===== src/rtl/ifu.sv =====
// ifu: PC owner; fetches one instruction at a time over imem req/ack and hands it downstream over valid/ready; optional perf counters under IFU_PERF_CNT_EN
module ifu #(
  parameter logic [31:0] RESET_PC = 32'h80000000
) (
  input  logic        clk,
  input  logic        rst,
  output logic        imem_req,
  output logic [31:0] imem_addr,
  input  logic        imem_ack,
  input  logic [31:0] imem_rdata,
  output logic        inst_valid,
  input  logic        inst_ready,
  output logic [31:0] inst,
  output logic [31:0] pc,
  input  logic        commit_taken,
  input  logic [31:0] commit_target,
  output logic        fetch_err,
  output logic [31:0] perf_fetch_cnt,
  output logic [31:0] perf_stall_cnt
);
  typedef enum logic [1:0] {IDLE, FETCH, VALID, ERR} state_t;
  state_t state, state_n;
  logic [31:0] pc_n, inst_n, nxt;
  logic req_n, val_n, err_n, mis;
  assign imem_addr = pc;
  assign nxt = commit_taken ? commit_target : pc + 32'd4;
  assign mis = |nxt[1:0];
  always_comb begin
    state_n = state;
    pc_n = pc;
    inst_n = inst;
    req_n = imem_req;
    val_n = inst_valid;
    err_n = fetch_err;
    case (state)
      IDLE: begin
        state_n = FETCH;
        req_n = 1'b1;
      end
      FETCH: if (imem_ack) begin
        inst_n = imem_rdata;
        req_n = 1'b0;
        val_n = 1'b1;
        state_n = VALID;
      end
      VALID: if (inst_ready) begin
        pc_n = nxt;
        val_n = 1'b0;
        state_n = mis ? ERR : FETCH;
        req_n = !mis;
        err_n = mis;
      end
      default: ;
    endcase
  end
  always_ff @(posedge clk) begin
    if (rst) begin
      state <= IDLE;
      pc <= RESET_PC;
      inst <= '0;
      imem_req <= 1'b0;
      inst_valid <= 1'b0;
      fetch_err <= 1'b0;
    end else begin
      state <= state_n;
      pc <= pc_n;
      inst <= inst_n;
      imem_req <= req_n;
      inst_valid <= val_n;
      fetch_err <= err_n;
    end
  end
`ifdef IFU_PERF_CNT_EN
  always_ff @(posedge clk) begin
    if (rst) begin
      perf_fetch_cnt <= '0;
      perf_stall_cnt <= '0;
    end else begin
      perf_fetch_cnt <= perf_fetch_cnt + {31'd0, state == VALID && inst_ready};
      perf_stall_cnt <= perf_stall_cnt + {31'd0, state == FETCH && !imem_ack};
    end
  end
`else
  assign perf_fetch_cnt = '0;
  assign perf_stall_cnt = '0;
`endif
endmodule

===== config.mk =====
export PLATFORM = sky130hd
export DESIGN_NAME = ifu
export DESIGN_NICKNAME = d
export VERILOG_FILES = /design/src/rtl/ifu.sv
export SDC_FILE = /design/constraint.sdc
export NUM_CORES = 1
export LEC_CHECK = 0
export ABC_AREA = 1
export CAP_MARGIN = 10
export CORE_AREA = 5 5 112 114
export DETAILED_ROUTE_END_ITERATION = 10
export DIE_AREA = 0 0 117 119
export DONT_BUFFER_PORTS = 1
export SYNTH_ARGS = -nofsm -noshare
export SYNTH_HDL_FRONTEND = slang
export SYNTH_SLANG_ARGS = --single-unit

===== constraint.sdc =====
create_clock -name clk -period 2.1 [get_ports clk]
set_clock_uncertainty 0.15 [all_clocks]
set_input_delay 0.21 -clock clk [delete_from_list [all_inputs] [get_ports clk]]
set_output_delay 0.21 -clock clk [all_outputs]
set_load 0.02 [all_outputs]

=== Word level (Yosys, flattened, before mapping) ===
Cells that the tools add are included.

* Eq/ne operators: 4
* Multiplexer cells: 11
* Reduce and logical (&&, ||, !) cells: 9
* Add/subtract/negate cells: 1

{| class="wikitable"
|+ Operator list
! cell !! number
|-
| $add 32x3->32 const B || 1
|-
| $mux 32 || 1
|-
| $mux 2 || 3
|-
| $pmux 2 s3 || 1
|-
| $reduce_and 3->1 || 2
|-
| $mux 1 || 4
|-
| $ne 2x2->1 const B || 2
|-
| $reduce_and 2->1 || 2
|-
| $pmux 1 s3 || 1
|-
| $reduce_bool 3->1 || 1
|-
| $eq 2x1->1 const B || 1
|-
| $eq 2x2->1 const B || 1
|-
| $logic_not 2->1 || 1
|-
| $pmux 1 s2 || 1
|-
| $reduce_bool 2->1 || 1
|-
| $reduce_or 2->1 || 1
|-
| $logic_not 1->1 || 1
|}

* Word-level logic and storage cells: 31
* Output and inout port bits: 163
* Input bits: 69
* Flip-flop bits (word level): 69

=== Logic depth before layout (Yosys ltp) ===
* Depth in word-level cells: 6
* Gate-level depth with buffers: 11
* Depth with buffers taken out: 11

=== Worst setup path after synthesis ===
OpenSTA, ideal clock, no wires.

* Path type: reg2reg
* Start point: register pc[3] (netlist: imem_addr[3])
* End point: register pc[22] (netlist: imem_addr[22])
* Arrival: 1.496 ns
* Clock period less this slack: 1.781 ns
* Setup time: 0.135 ns
* Cell stages (with the launch flop): 11
* Setup slack: 0.319 ns
* Cell sequence: dfxtp_1 ha_1 nand2_2 nor2_2 nand2_4 inv_2 nand2_1 o21ai_1 nand2_1 nand2_1 a21oi_2

* Word-level cells in the longest chain between the ends: 2

{| class="wikitable"
|+ Ends and longest elaborated chain
! what !! line !! text
|-
| start: declaration || 14 || <nowiki>output logic [31:0] pc,</nowiki>
|-
| start signal: assignment || 66 || <nowiki>pc <= pc_n;</nowiki>
|-
| $add 32x3->32 || 26 || <nowiki>assign nxt = commit_taken ? commit_target : pc + 32'd4;</nowiki>
|-
| $mux 32 || 26 ||
|}

No other way between the ends.
A chain may end at the register's enable or synchronous reset.

=== Worst setup path after layout ===
* Start point: input commit_taken
* End point: register pc[14] (netlist: imem_addr[14])

* Word-level cells in the longest chain between the ends: 1

{| class="wikitable"
|+ Ends and longest elaborated chain
! what !! line !! text
|-
| start: declaration || 15 || <nowiki>input logic commit_taken,</nowiki>
|-
| $mux 32 || 26 ||
|}

No other way between the ends.

==> flow_metrics.py <==
metrics = {
    "grt": {
        "grt_antenna_before_repair": 0,
        "first_global_vias": 4139,
        "globalRoute.totalOverflow": 0,
        "grt_pass1_wl_um": 20600,
        "grt_max_degree": 39,
        "track_usage_pct": 18.8,
    },
    "sta": {
        "max_clock_freq_mhz": 551,
        "setup_viol": 0,
        "worst_hold_slack_ps": 12.5,
        "setup_repair_after_global_routing_missed_its_margin": "false",
        "fin_crit_sh_pct": 86.4,
        "fin_tns_setup_ps": 0,
        "final_period_minus_worst_setup_slack_ps": 1810,
        "timing_hold_violations_final": 0,
        "relSlewSlack_pct": 31.6,
        "drv_slew": 0,
        "timing_worst_slew_pin_value_ps": 1020,
    },
    "synth": {
        "synth_enable_flop_cells": 0,
        "yosys_warnings": 0,
        "syn-cell-area_mm2": 0.00443,
        "instance_count_of_the_mapped_netlist": 679,
        "avgSynthCellArea_um2": 6.53,
        "synth_top_flop_cell": "dfxtp_1",
        "postSynthRegisterBits": 69,
        "synthDistinctLibCells": 36,
        "synth-seq-area-share_pct": 31.2,
        "async_set_or_reset_flop_fraction_in_the_synthesized_netlist_pct": 0,
    },
    "pwr": {
        "power_density_mw_per_mm2": 957,
        "ir_worst_vdd_uv": 820,
        "power_leakage_nw": 2.08,
    },
    "clock_network": {
        "clk-insertion-delay-late_ps": 340,
        "worst_setup_hold_path_clk_slew_ps": 60,
        "clk_root_buf": "clkbuf_16",
        "post_cts_buffers": 0,
        "cts_tree": "yes",
        "ctsHtreeMaxLevel": 3,
        "clock_sinks": 69,
        "bufs_on_longest_clock_path": 2,
        "tritoncts.num_buffers": 9,
    },
    "worst_setup_path": {
        "r2r_cells": 9,
        "worst_r2r_endpoint": "imem_addr[19]",
        "worstSetupStartpoint": "commit_taken",
        "worstSetupEndpointType": "flop",
        "worst-endpoint-required_ps": 2180,
        "regToRegStartpoint": "imem_addr[5]",
        "critical_path.startpoint_type": "input pin",
        "arr_time_crit_path_ps": 1890,
        "timing_worst_setup_path_type": "input pin to flop",
        "critical_path_peak_fanout": 24,
        "setup.reg_to_reg.worst_slack_ps": 290,
    },
    "cells_and_area": {
        "nNetsFinal": 799,
        "insertedDiodeCount": 0,
        "final-seq-area_mm2": 0.00138,
        "final_layout_size_suffix_gt1_share_pct": 11.9,
        "layout.filler_cells": 1138,
        "synthToLayoutAreaGrowth_pct": 17.5,
        "multiInputGateArea_mm2": 0.00231,
        "fin_util_pct": 46.0,
    },
    "route": {
        "wire_per_inst_um": 15.2,
        "dr.pass1.iters": 4,
        "drc": 0,
        "ant_nets": 0,
        "vias": 4248,
        "finalWirelength_um": 13200,
        "detail_route.vias_per_cell": 4.87,
        "first_iter_violations": 219,
    },
    "worst_hold_path": {
        "whs_path_depth": 4,
        "min_delay_worst_endpoint": "imem_addr[15]",
        "holdCritStartpoint": "commit_target[15]",
        "timing.hold.worst.class": "input pin to flop",
    },
    "floorplan": {
        "die_w_um": 117,
        "io_pins": 232,
        "chipHeight_um": 119,
        "placement_rows": 39,
        "coreArea_mm2": 0.0113,
        "floorplan.die_area_mm2": 0.0139,
        "start_util_pct": 39.1,
    },
    "run": {
        "max-cap-violations": 0,
    },
    "place": {
        "io_buffers": 0,
        "detailed_place_hpwl_um": 9580,
        "routabilityCongestion": 0.898,
    },
    "run_status": {
        "status": "completed",
    },
}
worst max-delay path by stage:
stage	end	slack, ps	cells past startpoint
detailed placement	imem_addr[19]	320	9
finish	imem_addr[14]	290	4
global placement	imem_addr[19]	340	9
CTS	imem_addr[19]	290	9
global route	imem_addr[19]	130	9
floorplan	imem_addr[22]	320	10
metrics by stage:
stage / setup WS [ps] / instance area [µm²] / total power, mW / cells
after floorplan: 319 / 4670 / 3.11 / 742
after global placement: 336 / 4310 / 3.22 / 801
after detailed placement: 318 / 4310 / 3.26 / 801
after CTS: 290 / 5200 / 5.02 / 873
after global routing: 126 / 5200 / 5.28 / 873
final: 285 / 5200 / 4.98 / 873
power breakdown:
group | switching, mW | internal (mW)
logic | 0.858 | 0.448
registers | 0.467 | 1.58
clock network | 0.566 | 1.06
cell usage in the layout (no fill, tap or decap), types with 2 or more instances in the layout:
master | netlist | final
bufinv_16 | 0 | 2
dfxtp_1 | 69 | 69
nand2_2 | 6 | 6
buf_12 | 0 | 2
nor2_4 | 6 | 6
o21ai_0 | 55 | 55
a211oi_1 | 3 | 3
conb_1 | 1 | 64
a21oi_1 | 29 | 29
o211ai_1 | 2 | 2
nor2_1 | 130 | 130
nand2_1 | 149 | 149
nor2_2 | 8 | 8
inv_1 | 34 | 34
nand3_1 | 23 | 23
or2_2 | 2 | 2
ha_1 | 4 | 4
dlygate4sd3_1 | 0 | 56
clkbuf_16 | 0 | 9
o21ai_1 | 12 | 12
a21oi_2 | 5 | 5
o31ai_1 | 2 | 2
inv_2 | 3 | 3
o22ai_1 | 2 | 2
buf_4 | 98 | 37
synth_stat cells (3+ instances only):
master	instances	area, µm²
nand3_1	23	115
nor2_4	6	67.6
ha_1	4	50.1
a21oi_1	29	145
nor2_1	130	488
a21oi_2	5	43.8
nor2_2	8	50.1
o21ai_1	12	60.1
nand2_2	6	37.5
o21ai_0	55	275
buf_2	8	40.0
a211oi_1	3	22.5
buf_4	98	736
nand2_1	149	559
inv_1	34	128
inv_2	3	11.3
dfxtp_1	69	1380
clkbuf_1	15	56.3
critical path, cell delays in order:
cell           delay (ps)
dlygate4sd3_1        1210
o21ai_0               290
nand2_1               110
a21oi_1                60
area by class of cell:
cell class                 count  share of cell area, %
multi-input combinational    514                   44.4
sequential                    69                   26.5
timing repair buffer          95                   16.9
clock buffer                  11                   4.66
tap                          143                   3.44
inverter                      37                   2.67
clock inverter                 4                   1.39
sequential cells by signal, indices dropped and copies added, names as in the netlist:
name and flops:
imem_addr 32, inst_valid 1, imem_req 1, inst 32, state 2, fetch_err 1
repair_timing:
action                    4_1_cts  5_1_grt
hold endpoints to repair       65        0
hold buffers                   57        0
resized for setup               0        0
cell families (layout without fill, tap and decap cells):
logic type      count (synthesis)  after routing  share of synthesized area [%]
compound gates                114            114                           14.1
fa+ha+maj                       4              4                           1.13
buf+inv                       159            147                           22.0
flops                          69             69                           31.2
other cells                     1             64                         0.0846
simple gates                  332            332                           31.5
per-layer routing:
metal | track usage (%) | part of all wire [%]
met2 | 31.3 | 49
met1 | 20.9 | 38
met3 | 7.51 | 11
met4 | 8.24 | 2.1
met5 | 0 | 0
(Power assumes the default switching activity.)
